## src/rtl/sine_keystream_if.sv

```systemverilog
// Handshake bundle between the sine-map iterator, the keystream extractor and
// the downstream cipher stage: one sample stream in, one byte stream out.
interface sine_keystream_if;
  logic [31:0] sample_in;
  logic        sample_valid;
  logic        sample_ready;
  logic [7:0]  byte_out;
  logic        byte_valid;
  logic        byte_ready;

  modport master (
    output sample_in, sample_valid, byte_ready,
    input  sample_ready, byte_out, byte_valid
  );

  modport slave (
    input  sample_in, sample_valid, byte_ready,
    output sample_ready, byte_out, byte_valid
  );
endinterface

```

## src/rtl/sine_keystream.sv

```systemverilog
// Converts each float iterate in [0,1) to fixed point, extracts 24 key bits and
// queues them as three bytes in a small FIFO; unusable or unroomed samples are counted.
module sine_keystream #(
  parameter int FIFO_DEPTH = 8,
  parameter int CNT_W      = 16
) (
  input  logic                         clk,
  input  logic                         reset_n,
  sine_keystream_if.slave              ks,
  output logic [CNT_W-1:0]             drop_count,
  output logic [$clog2(FIFO_DEPTH):0]  fifo_level
);
  localparam int PTR_W = $clog2(FIFO_DEPTH);
  localparam int LVL_W = PTR_W + 1;
  localparam logic [LVL_W-1:0] DEPTH_L = LVL_W'(FIFO_DEPTH);

  typedef enum logic [1:0] {IDLE, CONV, PUSH} state_t;

  state_t            state, state_nxt;
  logic [1:0]        idx, idx_nxt;
  logic [31:0]       sample_p0;
  logic [24:0]       conv_res;
  logic [23:0]       key_p1;
  logic              reject_p1;
  logic [7:0]        mem [FIFO_DEPTH];
  logic [PTR_W-1:0]  wr_ptr, rd_ptr, rd_nxt;
  logic [LVL_W-1:0]  free, level_after_pop;
  logic              accept, drop, push, pop;
  logic [7:0]        push_byte, head_nxt;
  logic              head_load;

  // Returns {reject, key}; key = frac[30:7] of the 32-bit unsigned fixed-point value.
  function automatic logic [24:0] convert(input logic [31:0] x);
    logic [7:0]  e;
    logic [7:0]  sh;
    logic [31:0] frac;
    logic        rej;
    e    = x[30:23];
    rej  = x[31] || (e >= 8'd127);
    frac = '0;
    sh   = '0;
    if (!rej && e != 8'd0) begin
      sh   = 8'd126 - e;
      frac = (sh >= 8'd32) ? 32'd0 : ({1'b1, x[22:0], 8'd0} >> sh);
    end
    return {rej, 24'(frac >> 7)};
  endfunction

  function automatic logic [CNT_W-1:0] sat_inc(input logic [CNT_W-1:0] c);
    return (&c) ? c : c + CNT_W'(1);
  endfunction

  assign free            = DEPTH_L - fifo_level;
  assign ks.sample_ready = (state == IDLE) && (free >= LVL_W'(3));
  assign ks.byte_valid   = (fifo_level != '0);
  assign accept          = ks.sample_valid && ks.sample_ready;
  assign drop            = ((state == IDLE) && ks.sample_valid && !ks.sample_ready) ||
                           ((state == PUSH) && reject_p1);
  assign push            = (state == PUSH) && !reject_p1;
  assign pop             = ks.byte_valid && ks.byte_ready;
  assign conv_res        = convert(sample_p0);

  always_comb begin
    push_byte = key_p1[7:0];
    case (idx)
      2'd0:    push_byte = key_p1[23:16];
      2'd1:    push_byte = key_p1[15:8];
      default: push_byte = key_p1[7:0];
    endcase
  end

  always_comb begin
    state_nxt = state;
    idx_nxt   = idx;
    case (state)
      IDLE: if (accept) state_nxt = CONV;
      CONV: begin
        state_nxt = PUSH;
        idx_nxt   = '0;
      end
      PUSH: begin
        if (reject_p1 || idx == 2'd2) state_nxt = IDLE;
        else                          idx_nxt   = idx + 2'd1;
      end
      default: state_nxt = IDLE;
    endcase
  end

  // The head register must see a byte written into an otherwise-empty slot on the same edge.
  always_comb begin
    rd_nxt          = rd_ptr + PTR_W'(pop);
    level_after_pop = fifo_level - LVL_W'(pop);
    head_load       = 1'b1;
    head_nxt        = mem[rd_nxt];
    if (level_after_pop == '0) begin
      head_load = push;
      head_nxt  = push_byte;
    end
  end

  // Stage p0: latch accepted iterate; stage p1: registered key; FIFO storage
  always_ff @(posedge clk) begin
    if (accept)          sample_p0   <= ks.sample_in;
    if (state == CONV)   key_p1      <= conv_res[23:0];
    if (push)            mem[wr_ptr] <= push_byte;
  end

  always_ff @(posedge clk or negedge reset_n) begin
    if (!reset_n) begin
      state       <= IDLE;
      idx         <= '0;
      reject_p1   <= 1'b0;
      wr_ptr      <= '0;
      rd_ptr      <= '0;
      fifo_level  <= '0;
      drop_count  <= '0;
      ks.byte_out <= '0;
    end else begin
      state <= state_nxt;
      idx   <= idx_nxt;
      if (state == CONV) reject_p1 <= conv_res[24];
      if (drop)          drop_count <= sat_inc(drop_count);
      if (push)          wr_ptr <= wr_ptr + PTR_W'(1);
      if (pop)           rd_ptr <= rd_ptr + PTR_W'(1);
      fifo_level <= fifo_level + LVL_W'(push) - LVL_W'(pop);
      if (head_load)     ks.byte_out <= head_nxt;
    end
  end
endmodule

```

## src/flat_wrapper.sv

```systemverilog
// flat-port wrapper written by rule: the top's interface ports become plain ports
module sine_keystream_flat 
#(
  parameter int FIFO_DEPTH = 8,
  parameter int CNT_W      = 16
)
  (clk, reset_n, drop_count, fifo_level, ks_sample_in, ks_sample_valid, ks_byte_ready, ks_sample_ready, ks_byte_out, ks_byte_valid);
  sine_keystream_if ks_i ();
  input  logic clk;
  input  logic reset_n;
  output logic [CNT_W-1:0] drop_count;
  output logic [$clog2(FIFO_DEPTH):0] fifo_level;
  input wire logic [$bits(ks_i.sample_in)-1:0] ks_sample_in;
  input wire logic [$bits(ks_i.sample_valid)-1:0] ks_sample_valid;
  input wire logic [$bits(ks_i.byte_ready)-1:0] ks_byte_ready;
  output wire logic [$bits(ks_i.sample_ready)-1:0] ks_sample_ready;
  output wire logic [$bits(ks_i.byte_out)-1:0] ks_byte_out;
  output wire logic [$bits(ks_i.byte_valid)-1:0] ks_byte_valid;
  assign ks_i.sample_in = ks_sample_in;
  assign ks_i.sample_valid = ks_sample_valid;
  assign ks_i.byte_ready = ks_byte_ready;
  assign ks_sample_ready = ks_i.sample_ready;
  assign ks_byte_out = ks_i.byte_out;
  assign ks_byte_valid = ks_i.byte_valid;
  sine_keystream #(.FIFO_DEPTH(FIFO_DEPTH), .CNT_W(CNT_W)) u_core (.clk(clk), .reset_n(reset_n), .ks(ks_i), .drop_count(drop_count), .fifo_level(fifo_level));
endmodule
```

## config.mk

```make
export PLATFORM = sky130hd
export DESIGN_NAME = sine_keystream_flat
export DESIGN_NICKNAME = d
export VERILOG_FILES = /design/src/rtl/sine_keystream_if.sv /design/src/rtl/sine_keystream.sv /design/src/flat_wrapper.sv
export SDC_FILE = /design/constraint.sdc
export NUM_CORES = 1
export LEC_CHECK = 0
export BUFFER_PORTS_ARGS = -buffer_cell sky130_fd_sc_hd__buf_2
export CAP_MARGIN = 5
export CORE_ASPECT_RATIO = 0.7
export CORE_MARGIN = 3
export CORE_UTILIZATION = 54
export CTS_BUF_LIST = sky130_fd_sc_hd__clkbuf_8 sky130_fd_sc_hd__clkbuf_16
export DETAILED_ROUTE_END_ITERATION = 6
export PLACE_DENSITY = 0.86
export SLEW_MARGIN = 0
export SYNTH_ARGS = -nofsm -noshare
export SYNTH_HDL_FRONTEND = slang
export SYNTH_SLANG_ARGS = --single-unit
```

## constraint.sdc

```tcl
create_clock -name clk -period 2.9 [get_ports clk]
set_input_delay 0.145 -clock clk [delete_from_list [all_inputs] [get_ports clk]]
set_output_delay 0.145 -clock clk [all_outputs]
set_load 0.05 [all_outputs]
```

==> flow_metrics.env <==
export IMPL_pwr_density_cell_mw_per_mm2=1136
export IMPL_cts_root_to_sink_buffers=2
export IMPL_ant_nets=0
export IMPL_cts_repair_resize_count=0
export IMPL_place_port_buffers=65
export IMPL_place_inst=867
export IMPL_synthXorXnorAreaFrac_pct=3.378
export IMPL_synth_warnings=0
export IMPL_p_leak_nw=3.753
export IMPL_synth_seq_area_share_pct=58.87
export IMPL_critPathKind="flip-flop to flip-flop"
export IMPL_max_cap_violations=0
export IMPL_clock_sinks=159
export IMPL_fin_skew_ps=9.459
export IMPL_die_height_um=106.4
export IMPL_num_antenna_cells=0
export IMPL_cts_tree="built"
export IMPL_route_vias_total=5635
export IMPL_synth_area_mux_share_pct=11.44
export IMPL_final_nets=787
export IMPL_clkPwrFrac_pct=23.1
export IMPL_post_synthesis_instance_total=614
export IMPL_finalHoldViolations=0
export IMPL_synthesis_nets=672
export IMPL_fmax_ghz=0.3748
export IMPL_number_of_global_route_vias_before_repair=5561
export IMPL_max_slew_margin_rel_pct=32.62
export IMPL_critical_path_peak_fanout=16
export IMPL_synth_simple_gate_area_share_pct=11.39
export IMPL_rows=36
export IMPL_io_pin_count=66
export IMPL_synth_cell_type_count=54
export IMPL_placement_cell_area_mm2=0.008483
export IMPL_routed_wire_length_per_instance_um=19.33
export IMPL_gr_total_overflow=0
export IMPL_power_switching_mw=4.227
export IMPL_post_synthesis_adder_cell_area_fraction_pct=3.635
export IMPL_dpl_hpwl_mm=11.80
export IMPL_num_fill_cells=932
export IMPL_p_seq_share_pct=33.6
export IMPL_drt_first_pass_iters=6
export IMPL_sw_frac_of_total_pct=39.33
export IMPL_worst_ep_required_time_ps=3200
export IMPL_postSynth_topFlopCell="sky130_fd_sc_hd__edfxtp_1"
export IMPL_worst_hold_path_type="input pin to flip-flop"
export IMPL_drt_via_density=6.053
export IMPL_final_core_utilization_pct=67.55
export IMPL_worst_slew_pin_slew_ps=1006
export IMPL_postSynthRegisterBits=159
export IMPL_synth_enable_flop_cells=120
export IMPL_power_combinational_fraction_pct=43.3
export IMPL_run_status="finished, final reports clean"
export IMPL_final_area_mm2=0.009463
export IMPL_combinational_family_with_the_most_area_after_synthesis="multiplexers"
export IMPL_layout_cells_non_filler=931
export IMPL_cp_start_kind="flip-flop"
export IMPL_finalCriticalPeriod_ps=2668
export IMPL_grt_setup_unrepaired="no"
export IMPL_cts_reportedPaths_clkPinSlew_ps=60
export IMPL_initial_utilization_pct=55.53
export IMPL_summed_negative_setup_slack_over_all_endpoints_ps=0
export IMPL_area_grow_syn2layout_pct=21.65
export IMPL_routed_wl_mm=18.00
export IMPL_max_ir_drop_vdd_v=0.0005436
export IMPL_worstPathArrival_ps=2960
export IMPL_clkLatencyLatePin_ps=420
export IMPL_core_area_mm2=0.01401
export IMPL_timing_final_crit_share_pct=92.00
export IMPL_async_flop_share_pct=24.53
export IMPL_post_route_cells_drive_above_1_share_pct=21.59
export IMPL_synth_compound_area_share_pct=8.766
export IMPL_floorplan_die_width_um=149.5
export IMPL_drt_iter0_markers=733
export IMPL_final_max_slew_viols=0
export IMPL_gr_usage_all_layers_pct=23.58
export IMPL_drc_violations_left=0
export IMPL_h_tree_depth=4
export IMPL_intPower_mw=6.519
export IMPL_timing_final_setup_violations=0
export IMPL_end_kind="flip-flop"
export IMPL_cts_buffers_inserted=17
export IMPL_grt_first_pass_wirelength_mm=28.94
export IMPL_gp_routability_congestion=0.9828
export IMPL_synth_cell_area_mm2=0.007779
export IMPL_antenna_found_initial=0
export IMPL_dieArea_mm2=0.01590
export IMPL_cts_root_buf="sky130_fd_sc_hd__clkbuf_16"
export IMPL_grt_start_max_net_pins=40
export IMPL_synthesis_area_per_instance_um2=12.67
layout make-up:
type                    instances  area, µm²  share of cell area [%]
flip-flops and latches        159       4583                   48.43
multi-input cells             409       3049                   32.22
repair buffers                124      875.8                   9.256
clock buffers                  17      425.4                   4.496
well taps                     190      237.7                   2.512
clock inverters                14      224.0                   2.367
inverters                      18      67.56                  0.7140
path summary, 6_finish.rpt:
path | from | endpoint | slack [ps] | cells past startpoint
hold / removal | ks_sample_valid | u_core.state[0]$_DFFE_PN0P_ | 20 | 2
hold reg to reg | u_core.drop_count[9]$_DFFE_PN0P_ | u_core.drop_count[9]$_DFFE_PN0P_ | 520 | 1
min in group asynchronous | reset_n | u_core.drop_count[9]$_DFFE_PN0P_ | 410 | 2
setup reg to reg | u_core.fifo_level[2]$_DFF_PN0_ | u_core.ks.byte_out[4]$_DFFE_PN0P_ | 230 | 11
setup / recovery | u_core.fifo_level[2]$_DFF_PN0_ | u_core.ks.byte_out[4]$_DFFE_PN0P_ | 230 | 11
max in group asynchronous | reset_n | u_core.fifo_level[2]$_DFF_PN0_ | 1850 | 2
cell families (layout without fill, tap and decap cells):
logic type | Yosys count | count (layout)
AOI/OAI and AO/OA | 101 | 101
adders and majority gates | 22 | 22
DFF | 159 | 159
xor gates and xnor gates | 30 | 30
muxes | 63 | 63
buffers and inverters | 46 | 173
and+or+nand+nor | 193 | 193
state kept, by name (all words and copies together) (netlist names):
signal / cells
u_core.wr_ptr: 3
u_core.state: 2
u_core.ks.byte_out: 8
u_core.mem: 64
u_core.drop_count: 16
u_core.key_p1: 24
u_core.fifo_level: 4
u_core.sample_p0: 32
u_core.reject_p1: 1
u_core.rd_ptr: 3
u_core.idx: 2
synth_stat cells, drive strengths merged, types with 18 or more instances:
cell type	number	area [µm²]
xor2	19	166.4
inv	18	67.56
edfxtp	120	3603
dfrtp	39	975.9
mux2i	36	360.4
ha	21	262.8
nand2	72	270.3
mux4	20	450.4
nand3	18	102.6
a211oi	20	170.2
nor2	54	212.7
a21oi	33	165.2
critical path, cell delays in order (launching register included):
cell and delay, ps:
sky130_fd_sc_hd__dfrtp_2 430, sky130_fd_sc_hd__inv_1 170, sky130_fd_sc_hd__ha_1 240, sky130_fd_sc_hd__nand3_4 80, sky130_fd_sc_hd__nand2_1 130, sky130_fd_sc_hd__inv_1 130, sky130_fd_sc_hd__ha_1 220, sky130_fd_sc_hd__ha_1 280
sky130_fd_sc_hd__buf_4 250, sky130_fd_sc_hd__mux4_2 360, sky130_fd_sc_hd__mux2i_1 170, sky130_fd_sc_hd__a21oi_1 90
layer usage:
layer | vias to the layer above | wire length (µm) | track usage, %
met5 | - | 0 | 0
met4 | 0 | 556 | 10.12
met3 | 62 | 1459 | 5.795
met2 | 306 | 8446 | 35.97
met1 | 2745 | 7536 | 32.54
li1 | 2522 | - | -
metrics by stage:
stage | hold WS, ps | setup slack [ps] | power [mW]
3_3_place_gp | 321.2 | 411.5 | 7.898
6_report | 18.16 | 231.9 | 10.75
2_1_floorplan | -150.6 | 22.45 | 6.923
4_1_cts | 7.967 | 249.3 | 10.72
3_5_place_dp | 323.1 | 283.6 | 8.147
5_1_grt | 27.44 | 9.091 | 11.29
layout by cell type, fill, tap and decap left out, types with 4 or more instances in the layout:
cell                            netlist  final
sky130_fd_sc_hd__a211oi_1            16     16
sky130_fd_sc_hd__a211oi_2             4      4
sky130_fd_sc_hd__a21oi_1             33     33
sky130_fd_sc_hd__a22oi_1              8      8
sky130_fd_sc_hd__buf_2               10     65
sky130_fd_sc_hd__buf_4                1     24
sky130_fd_sc_hd__bufinv_16            0      6
sky130_fd_sc_hd__clkbuf_16            0     17
sky130_fd_sc_hd__dfrtp_1             39     36
sky130_fd_sc_hd__dlygate4sd3_1        0     33
sky130_fd_sc_hd__edfxtp_1           120    120
sky130_fd_sc_hd__ha_1                21     21
sky130_fd_sc_hd__inv_1               18     21
sky130_fd_sc_hd__mux2_2               6      6
sky130_fd_sc_hd__mux2i_1             36     36
sky130_fd_sc_hd__mux4_2              20     20
sky130_fd_sc_hd__nand2_1             72     72
sky130_fd_sc_hd__nand3_1             17     16
sky130_fd_sc_hd__nand4_1             10     10
sky130_fd_sc_hd__nor2_1              52     52
sky130_fd_sc_hd__nor2b_1              6      6
sky130_fd_sc_hd__nor3_1              14     14
sky130_fd_sc_hd__o21ai_0             13     13
sky130_fd_sc_hd__xnor2_1             11     11
sky130_fd_sc_hd__xor2_1              19     17
power by group through the flow:
stage	sequential [mW]	combinational (mW)	clock, mW
after global placement	3.59	4.31	0
after floorplan	3.91	3.01	0
after global routing	3.66	5.02	2.61
final	3.61	4.66	2.48
after detailed placement	3.63	4.52	0
after CTS	3.60	4.62	2.50
what timing repair did:
action,4_1_cts,5_1_grt
hold buffers,33,0
setup buffers,0,0
hold endpoints to repair,71,0
Note: power is estimated with default switching activity, not from simulation.
